[config.mk]
export PLATFORM = sky130hd
export DESIGN_NAME = conv_sched_flat
export DESIGN_NICKNAME = d
export VERILOG_FILES = /design/src/rtl/conv_pkg.sv /design/src/rtl/conv_sched_if.sv /design/src/rtl/conv_rd_pipe.sv /design/src/rtl/conv_sched.sv /design/src/flat_wrapper.sv
export SDC_FILE = /design/constraint.sdc
export NUM_CORES = 1
export LEC_CHECK = 0
export CAP_MARGIN = 10
export CORE_ASPECT_RATIO = 2
export CORE_UTILIZATION = 38
export CTS_CLUSTER_DIAMETER = 80
export DETAILED_ROUTE_END_ITERATION = 16
export GPL_TIMING_DRIVEN = 0
export PLACE_DENSITY = 0.79
export SLEW_MARGIN = 40
export SYNTH_ARGS = -nofsm -noshare
export SYNTH_HDL_FRONTEND = slang
export SYNTH_SLANG_ARGS = --single-unit
[constraint.sdc]
create_clock -name iCLK -period 2.03 [get_ports iCLK]
set_input_delay 0.406 -clock iCLK [delete_from_list [all_inputs] [get_ports iCLK]]
set_output_delay 0.406 -clock iCLK [all_outputs]
set_load 0.01 [all_outputs]
[src/rtl/conv_pkg.sv]
// Shared definitions for the convolution sequencer: FSM encoding and
// the derived job sizes (weight count, output count).
package conv_pkg;

    typedef enum logic [2:0] {
        IDLE,
        LOADW,
        STREAM,
        DRAIN,
        DONE
    } state_t;

    function automatic int kk_of(input int k);
        return k * k;
    endfunction

    // Valid (unpadded) output positions per axis, squared.
    function automatic int nout_of(input int img_w, input int k, input int stride);
        int n;
        n = (img_w - k) / stride + 1;
        return n * n;
    endfunction

endpackage

[src/rtl/conv_sched_if.sv]
// Bundle of the sequencer's control, RAM and engine signals; master is the
// sequencer, slave is everything around it (RAMs, engine, host).
interface conv_sched_if #(
    parameter int AW = 10,
    parameter int DW = 32
) ();

    // All streams here are valid-only: a beat transfers in every cycle its
    // valid/enable is high and there is no back-pressure; RAM reads return
    // data exactly one cycle after the address.
    logic          iStart;
    logic          oBusy;
    logic          oDone;
    logic          oErr;
    logic [AW-1:0] oWAddr;
    logic [DW-1:0] iWData;
    logic [AW-1:0] oXAddr;
    logic [DW-1:0] iXData;
    logic [AW-1:0] oCnvADDR;
    logic [DW-1:0] oCnvW;
    logic          oCnvWren;
    logic [DW-1:0] oCnvX;
    logic          oCnvValid;
    logic [DW-1:0] iCnvY;
    logic          iCnvValid;
    logic [AW-1:0] oYAddr;
    logic [DW-1:0] oYData;
    logic          oYWren;
    conv_pkg::state_t dbg_state;

    modport master (
        input  iStart, iWData, iXData, iCnvY, iCnvValid,
        output oBusy, oDone, oErr, oWAddr, oXAddr, oCnvADDR, oCnvW, oCnvWren,
               oCnvX, oCnvValid, oYAddr, oYData, oYWren, dbg_state
    );

    modport slave (
        output iStart, iWData, iXData, iCnvY, iCnvValid,
        input  oBusy, oDone, oErr, oWAddr, oXAddr, oCnvADDR, oCnvW, oCnvWren,
               oCnvX, oCnvValid, oYAddr, oYData, oYWren, dbg_state
    );

endinterface

[src/rtl/conv_rd_pipe.sv]
// Aligns a RAM read request (valid + tag) with the data that returns one
// cycle later; data is forced to zero whenever no read is landing.
module conv_rd_pipe #(
    parameter int TW = 10,
    parameter int DW = 32
) (
    input  logic          clk,
    input  logic          rst,
    input  logic          req,
    input  logic [TW-1:0] tag,
    input  logic [DW-1:0] rdata,
    output logic          vld,
    output logic [TW-1:0] vld_tag,
    output logic [DW-1:0] vld_data
);

    always_ff @(posedge clk) begin
        if (rst) begin
            vld     <= 1'b0;
            vld_tag <= '0;
        end else begin
            vld     <= req;
            vld_tag <= req ? tag : '0;
        end
    end

    assign vld_data = vld ? rdata : '0;

endmodule

[src/rtl/conv_sched.sv]
// Job sequencer for the 5x5 convolution engine: weight load, raster pixel
// stream, result capture into the output RAM, drain watchdog.
module conv_sched
    import conv_pkg::*;
#(
    parameter int IMG_W  = 32,
    parameter int K      = 5,
    parameter int STRIDE = 1,
    parameter int AW     = 10,
    parameter int DW     = 32,
    parameter int TMO    = 64
) (
    input logic          iCLK,
    input logic          iRST,
    conv_sched_if.master bus
);

    localparam int KK   = kk_of(K);
    localparam int NPIX = IMG_W * IMG_W;
    localparam int NOUT = nout_of(IMG_W, K, STRIDE);
    localparam int YW   = AW + 1;
    localparam int WDW  = $clog2(TMO + 1);

    generate
        if (NPIX > (1 << AW) || NOUT > (1 << AW) || KK > (1 << AW)) begin : g_size_chk
            $error("conv_sched: image or output count does not fit in AW address bits");
        end
    endgenerate

    state_t        state;
    logic          w_req, x_req;
    logic [AW-1:0] w_addr, x_addr, y_addr;
    logic [YW-1:0] ycnt;
    logic [WDW-1:0] wd;
    logic          busy, done, err, y_wren;
    logic [DW-1:0] y_data;
    logic          cap;
    logic          x_tag_unused;

    // Results are taken whenever they show up while a job is streaming or
    // draining, up to NOUT of them; the engine latency is not assumed.
    assign cap = (state == STREAM || state == DRAIN) && bus.iCnvValid && (ycnt < YW'(NOUT));

    always_ff @(posedge iCLK) begin
        if (iRST) begin
            state  <= IDLE;
            w_req  <= 1'b0;
            x_req  <= 1'b0;
            w_addr <= '0;
            x_addr <= '0;
            y_addr <= '0;
            ycnt   <= '0;
            wd     <= '0;
            busy   <= 1'b0;
            done   <= 1'b0;
            err    <= 1'b0;
            y_wren <= 1'b0;
            y_data <= '0;
        end else begin
            y_wren <= 1'b0;
            done   <= 1'b0;
            if (cap) begin
                y_wren <= 1'b1;
                y_data <= bus.iCnvY;
                y_addr <= ycnt[AW-1:0];
                ycnt   <= ycnt + YW'(1);
            end
            case (state)
                IDLE: begin
                    if (bus.iStart) begin
                        state  <= LOADW;
                        busy   <= 1'b1;
                        err    <= 1'b0;
                        w_req  <= 1'b1;
                        w_addr <= '0;
                        x_addr <= '0;
                        ycnt   <= '0;
                        wd     <= '0;
                    end
                end
                LOADW: begin
                    if (w_addr == AW'(KK - 1)) begin
                        state  <= STREAM;
                        w_req  <= 1'b0;
                        w_addr <= '0;
                        x_req  <= 1'b1;
                    end else begin
                        w_addr <= w_addr + AW'(1);
                    end
                end
                STREAM: begin
                    if (x_addr == AW'(NPIX - 1)) begin
                        state  <= DRAIN;
                        x_req  <= 1'b0;
                        x_addr <= '0;
                        wd     <= '0;
                    end else begin
                        x_addr <= x_addr + AW'(1);
                    end
                end
                DRAIN: begin
                    // wd counts idle cycles since DRAIN entry or the last result.
                    if (ycnt == YW'(NOUT)) begin
                        state <= DONE;
                        busy  <= 1'b0;
                        done  <= 1'b1;
                    end else if (cap) begin
                        wd <= '0;
                    end else if (wd == WDW'(TMO - 1)) begin
                        state <= DONE;
                        busy  <= 1'b0;
                        done  <= 1'b1;
                        err   <= 1'b1;
                    end else begin
                        wd <= wd + WDW'(1);
                    end
                end
                DONE: begin
                    state <= IDLE;
                end
                default: begin
                    state <= IDLE;
                end
            endcase
        end
    end

    conv_rd_pipe #(.TW(AW), .DW(DW)) u_wpipe (
        .clk      (iCLK),
        .rst      (iRST),
        .req      (w_req),
        .tag      (w_addr),
        .rdata    (bus.iWData),
        .vld      (bus.oCnvWren),
        .vld_tag  (bus.oCnvADDR),
        .vld_data (bus.oCnvW)
    );

    conv_rd_pipe #(.TW(1), .DW(DW)) u_xpipe (
        .clk      (iCLK),
        .rst      (iRST),
        .req      (x_req),
        .tag      (1'b0),
        .rdata    (bus.iXData),
        .vld      (bus.oCnvValid),
        .vld_tag  (x_tag_unused),
        .vld_data (bus.oCnvX)
    );

    assign bus.oBusy     = busy;
    assign bus.oDone     = done;
    assign bus.oErr      = err;
    assign bus.oWAddr    = w_addr;
    assign bus.oXAddr    = x_addr;
    assign bus.oYAddr    = y_addr;
    assign bus.oYData    = y_data;
    assign bus.oYWren    = y_wren;
    assign bus.dbg_state = state;

endmodule

[src/flat_wrapper.sv]
// flat-port wrapper written by rule: the top's interface ports become plain ports
module conv_sched_flat import conv_pkg::*;
#(
    parameter int IMG_W  = 32,
    parameter int K      = 5,
    parameter int STRIDE = 1,
    parameter int AW     = 10,
    parameter int DW     = 32,
    parameter int TMO    = 64
)
  (iCLK, iRST, bus_iStart, bus_iWData, bus_iXData, bus_iCnvY, bus_iCnvValid, bus_oBusy, bus_oDone, bus_oErr, bus_oWAddr, bus_oXAddr, bus_oCnvADDR, bus_oCnvW, bus_oCnvWren, bus_oCnvX, bus_oCnvValid, bus_oYAddr, bus_oYData, bus_oYWren, bus_dbg_state);
  conv_sched_if #(.AW(AW), .DW(DW)) bus_i ();
  input logic iCLK;
  input logic iRST;
  input wire logic [$bits(bus_i.iStart)-1:0] bus_iStart;
  input wire logic [$bits(bus_i.iWData)-1:0] bus_iWData;
  input wire logic [$bits(bus_i.iXData)-1:0] bus_iXData;
  input wire logic [$bits(bus_i.iCnvY)-1:0] bus_iCnvY;
  input wire logic [$bits(bus_i.iCnvValid)-1:0] bus_iCnvValid;
  output wire logic [$bits(bus_i.oBusy)-1:0] bus_oBusy;
  output wire logic [$bits(bus_i.oDone)-1:0] bus_oDone;
  output wire logic [$bits(bus_i.oErr)-1:0] bus_oErr;
  output wire logic [$bits(bus_i.oWAddr)-1:0] bus_oWAddr;
  output wire logic [$bits(bus_i.oXAddr)-1:0] bus_oXAddr;
  output wire logic [$bits(bus_i.oCnvADDR)-1:0] bus_oCnvADDR;
  output wire logic [$bits(bus_i.oCnvW)-1:0] bus_oCnvW;
  output wire logic [$bits(bus_i.oCnvWren)-1:0] bus_oCnvWren;
  output wire logic [$bits(bus_i.oCnvX)-1:0] bus_oCnvX;
  output wire logic [$bits(bus_i.oCnvValid)-1:0] bus_oCnvValid;
  output wire logic [$bits(bus_i.oYAddr)-1:0] bus_oYAddr;
  output wire logic [$bits(bus_i.oYData)-1:0] bus_oYData;
  output wire logic [$bits(bus_i.oYWren)-1:0] bus_oYWren;
  output wire logic [$bits(bus_i.dbg_state)-1:0] bus_dbg_state;
  assign bus_i.iStart = bus_iStart;
  assign bus_i.iWData = bus_iWData;
  assign bus_i.iXData = bus_iXData;
  assign bus_i.iCnvY = bus_iCnvY;
  assign bus_i.iCnvValid = bus_iCnvValid;
  assign bus_oBusy = bus_i.oBusy;
  assign bus_oDone = bus_i.oDone;
  assign bus_oErr = bus_i.oErr;
  assign bus_oWAddr = bus_i.oWAddr;
  assign bus_oXAddr = bus_i.oXAddr;
  assign bus_oCnvADDR = bus_i.oCnvADDR;
  assign bus_oCnvW = bus_i.oCnvW;
  assign bus_oCnvWren = bus_i.oCnvWren;
  assign bus_oCnvX = bus_i.oCnvX;
  assign bus_oCnvValid = bus_i.oCnvValid;
  assign bus_oYAddr = bus_i.oYAddr;
  assign bus_oYData = bus_i.oYData;
  assign bus_oYWren = bus_i.oYWren;
  assign bus_dbg_state = bus_i.dbg_state;
  conv_sched #(.IMG_W(IMG_W), .K(K), .STRIDE(STRIDE), .AW(AW), .DW(DW), .TMO(TMO)) u_core (.iCLK(iCLK), .iRST(iRST), .bus(bus_i));
endmodule
# == After elaboration in Yosys (flattened, before gate mapping) ==
# Cells that the tools add are included.
# W data, S select, Z words.
# word_totals
ff_bits,101
inputBits,100
output_inout_bits,145
# classes
add_sub_neg,4
magnitude_cmp,1
eq_ne,16
muxes,42
n_bitwise,2
n_reduce_logical,19
# op_table
op,n
$mux W32,2
$pmux W10 S2,2
$mux W7,5
$mux W11,3
$mux W10,3
$pmux W7 S3,1
$add A10 B1 Y10 const B,2
$mux W3,6
$mux W1,15
$reduce_and A5 Y1,3
$pmux W3 S4,1
$add A11 B1 Y11 const B,1
$eq A11 B10 Y1 const B,1
$lt A11 B10 Y1 const B,1
$eq A10 B10 Y1 const B,1
$eq A10 B5 Y1 const B,1
$ne A2 B2 Y1 const B,5
$pmux W1 S2,4
$reduce_bool A2 Y1,4
$add A7 B1 Y7 const B,1
$eq A7 B6 Y1 const B,1
$eq A3 B2 Y1 const B,2
$ne A3 B3 Y1 const B,2
$reduce_and A3 Y1,2
11 further kinds,15

# == Longest topological paths before layout ==
# logic_depth
depth_word,7
depth_mapped,7
depth_no_buf,7

# == Hierarchy ==
# Synthesis repeated with hierarchy kept, for this count alone.
# hier_totals
cells_unflattened,555
hier_area_um2,4724.5
# modules_own_cells
module,instances,cells_per_inst,area_per_inst_um2,seq_area_each_um2
conv_sched,1,457,3834.9,1781.7
conv_rd_pipe (u_core.u_wpipe),1,59,579.3,220.2
conv_rd_pipe (u_core.u_xpipe),1,39,310.3,40.0

# == Worst setup path before layout ==
# OpenSTA, ideal clock, no wires.
# synth_path
path_kind,register to register
start,register u_core.x_addr[0] (netlist: u_core.bus.oXAddr[0])
end,register u_core.state[0] (netlist: u_core.bus.dbg_state[0])
setup_time_ns,0.123
t_arrival_ns,1.833
t_required_ns,1.907
path_slack_ns,0.073
path_stages_with_launch,7
n_path_buf,0
cell_sequence,dfxtp_1 > ha_1 > nand4_1 > nor3_1 > a31oi_2 > a311oi_2 > mux2_1
# synth_between
elab_chain_cells,3
# synth_lines
element,line_no,text
start: declaration,conv_sched.sv:32,"logic [AW-1:0] w_addr, x_addr, y_addr;"
start signal: assignment,conv_sched.sv:98,x_addr <= x_addr + AW'(1);
$eq A10 B10 Y1,conv_sched.sv:92,if (x_addr == AW'(NPIX - 1)) begin
$ne A2 B2 Y1 (no line),n/a,
$reduce_and A5 Y1 (no line),n/a,
end signal: assignment,conv_sched.sv:93,state <= DRAIN;
end signal: assignment,conv_sched.sv:104,state <= DONE;
end signal: assignment,conv_sched.sv:110,state <= DONE;
end: declaration,conv_sched.sv:30,state_t state;
# No other way between the ends.
# A chain may end at the register's enable or synchronous reset.

# == Worst setup path in the final report ==
# layout_path
start,input bus_iWData[10]
end,output bus_oCnvW[10]
# layout_between
elab_chain_cells,1
# layout_lines
element,line_no,text
start: declaration,flat_wrapper.sv:16,input wire logic [$bits(bus_i.iWData)-1:0] bus_iWData;
$mux W32,conv_rd_pipe.sv:27,assign vld_data = vld ? rdata : '0;
end: declaration,flat_wrapper.sv:26,output wire logic [$bits(bus_i.oCnvW)-1:0] bus_oCnvW;
# No other way between the ends.

==> results by group <==
Layout
  • Nets: 912
  • # diodes: 0
  • Fin util: 66.1%
  • Area added between synthesis and finish: 68.1%
  • Layout cell share with drive strength beyond 1: 6.91%
  • Register Area: 2030 sq um
  • Multi-input logic area: 2330 sq um
  • FILL cells: 971

Placement
  • GPL Wtd Cong: 0.884
  • Worst slack at placement: -384 ps
  • IO Port Bufs: 243
  • Post-DP HPWL: 12400 um

Timing
  • Final worst slack: 48.9 ps
  • Slew margin rel.: 58.2%
  • Min cycle time layout: 1980 ps
  • RSZ-0062 raised after global routing: true
  • Fmax achieved: 0.505 GHz
  • Clk_skew: 6.08 ps
  • Final setup vio count: 0
  • Slew @ Worst Pin: 621 ps
  • Period Utilization, post-route: 97.6%
  • Final Hold Viols: 0
  • Fin. max-slew vios: 0

Synthesis
  • Cell accounting for the most synthesized area: dfxtp_1
  • Top cell type's share of synthesized area: 45.0%
  • Post-Syn Area: 4490 sq um
  • Post-synthesis net count: 657
  • Mapped Cells: 551
  • Synth unique cells: 51
  • Synth top area cells: dfxtp_1 45%, and2_1 11%, nand2_1 9.7%
  • Share of synthesized flip-flops with an asynchronous set or reset: 0%
  • Post-synth top flop: dfxtp_1
  • Syn Area/Cell: 8.15 sq um
  • Seq cells post-synth: 101
  • Ys Warns: 0
  • EDFF count, synth: 0
  • Sequential share of the synthesized area: 45.0%

Detailed routing
  • Total number of vias: 4850
  • Drt initial violations: 270
  • DRC violations left: 0
  • Highest metal used: met4
  • First-pass detailed-route iteration total: 4
  • Met2 WL: 8610 um
  • Vias per cell: 5.09
  • DR WL met3: 1120 um
  • Post-route ant nets: 0
  • Drt total wl: 15600 um
  • WL met1: 5330 um
  • WL/cell: 16.4 um

Pwr
  • Sw frac: 28.7%
  • Gate power share: 26.2%
  • Sw Pwr: 1.61 mW
  • Int Pwr: 4.00 mW
  • Sequential cell fraction of total power: 39.2%
  • Clock network fraction of total power: 34.6%
  • Peak VDD IR: 512 uV
  • Pwr Density: 743 nW/um^2
  • Leakage power: 2.94 nW

Global route
  • GRT Total Usage: 25.2%
  • Initial antenna violation count: 0
  • Vias in the first global route: 4775
  • First-pass GRT wire length: 24000 um
  • Grt ovf: 0
  • Largest net degree at the start of global routing: 17

Min path
  • Hold crit path type: flop to flop
  • Worst hold stages: 2

Clocking
  • Clk root buf: clkbuf_16
  • Cts bufs inserted: 9
  • CTS H-tree lvls: 3
  • Clock Sinks: 101
  • Max clock buf depth: 2
  • Reg clk slew, reported paths: 70 ps
  • Hold buffers post-CTS: 0
  • TritonCTS clock tree: yes
  • Clock network latency to the later pin of the worst-skew pair: 340 ps

Floorplan
  • Die area: 12300 sq um
  • Die Wd: 78.9 um
  • Initial core utilization: 39.3%
  • Site row count: 55
  • Core ar.: 11400 sq um
  • Die H: 156 um
  • IO Pins: 245

Critical path
  • Worst EP required: 1620 ps
  • Critical path type: primary input to output pin
  • CP arrival: 1580 ps
  • CP Max Fanout: 1
  • CP Capture Type: output pin
  • R2R depth: 6
  • CP startpoint kind: primary input

Run status
  • Status: completed

Job
  • Max_cap viols: 0
## layout make-up
cell class                 count  area share, %
clock inverter                 6           1.48
timing repair buffer         244           32.8
buffer                        30           2.09
clock buffer                   9           2.98
tap                          142           2.35
sequential                   101           26.9
multi-input combinational    411           30.9
inverter                       9          0.448
## cell families after synthesis
logic type               synth area share, %
AND/OR/NAND/NOR                         32.0
flip-flops                              45.0
buffers and inverters                   3.60
XOR/XNOR                                2.34
adder cells (fa/ha/maj)                 1.67
multiplexers                           0.697
AO/OA/AOI/OAI                           14.7
## critical path, stage by stage
cell             delay [ps]
clkdlybuf4s50_1         500
and2_1                  140
clkdlybuf4s50_1         530
## cell usage in the layout, fill, tap and decap left out, types with 9 or more instances in the layout
| cell | Yosys | routed |
|---|---|---|
| inv_1 | 9 | 9 |
| clkbuf_16 | 0 | 9 |
| clkbuf_1 | 17 | 10 |
| dlymetal6s2s_1 | 0 | 15 |
| o21ai_0 | 12 | 12 |
| clkdlybuf4s50_1 | 0 | 225 |
| and2_1 | 76 | 76 |
| nand2_1 | 116 | 116 |
| nor3_1 | 12 | 11 |
| buf_2 | 9 | 11 |
| nor2_1 | 33 | 32 |
| dfxtp_1 | 101 | 97 |
| a31oi_1 | 11 | 11 |
| nand3_1 | 12 | 11 |
| a21oi_1 | 55 | 55 |
## worst paths after layout
check / startpoint / slack (ps) / endpoint
setup / recovery: bus_iWData[10] / 50 / bus_oCnvW[10]
hold / removal: u_core.w_req / 450 / u_core.w_req
hold reg to reg: u_core.w_req / 450 / u_core.w_req
setup reg to reg: u_core.bus.oXAddr[0] / 60 / u_core.bus.dbg_state[0]
## registers in the layout, summed over array words and instances, names as in the netlist
name,count
u_core.u_wpipe.vld_tag,10
u_core.bus.oDone,1
u_core.u_xpipe.vld,1
u_core.ycnt,11
u_core.u_wpipe.vld,1
u_core.bus.oYAddr,10
u_core.bus.oYWren,1
u_core.bus.oErr,1
u_core.bus.dbg_state,3
u_core.bus.oBusy,1
u_core.x_req,1
u_core.wd,7
u_core.bus.oXAddr,10
u_core.w_req,1
u_core.bus.oWAddr,10
u_core.bus.oYData,32
## Yosys cell counts, types with 2 or more instances
library cell	instances
nor3b_1	2
buf_1	3
xnor2_1	7
nor2_1	33
nor4_2	2
and3_1	5
nor2b_1	5
nor3_1	12
o211a_1	2
o21a_1	3
mux2i_1	2
clkbuf_1	17
nand4_1	7
a21oi_1	55
inv_1	9
buf_2	9
nand2_1	116
nand3_1	12
xor2_1	5
o21ai_0	12
dfxtp_1	101
and2_1	76
nor4_1	2
a311oi_1	7
a211oi_1	3
a31oi_1	11
ha_1	6
a41oi_1	2
a22oi_1	2
or3_1	2
## layer usage
metal  vias up  GRT usage, %
met3        39          5.44
met4         0          13.0
li1       2368             -
met1      2225          24.0
met2       218          48.8
met5         -             0
## through the flow
stage                     setup TNS, ps  hold WS [ps]  power (mW)  area, sq um  cells
after floorplan                       0           432        2.97         4490    551
after global placement           -14680           438        3.63         7100    936
after detailed placement         -16820           445        3.67         7100    936
after CTS                             0           454        5.62         7480    952
after global routing               -228           468        5.85         7550    952
final                                 0           451        5.60         7550    952
## power by group through the flow
| stage | clock, mW | sequential (mW) | combinational (mW) |
|---|---|---|---|
| global placement | 0 | 2.23 | 1.40 |
| global route | 2.05 | 2.21 | 1.59 |
| detailed placement | 0 | 2.24 | 1.44 |
| CTS | 1.97 | 2.20 | 1.46 |
| finish | 1.94 | 2.20 | 1.47 |
| floorplan | 0 | 2.27 | 0.706 |
## what timing repair did
| item | 4_1_cts | 5_1_grt |
|---|---|---|
| endpoints found under the setup margin | 84 | 99 |
| pin swaps | 1 | 1 |
| resized for setup | 21 | 31 |
| buffers inserted | 1 | 0 |
No activity file was read; power rests on OpenSTA's default activity.
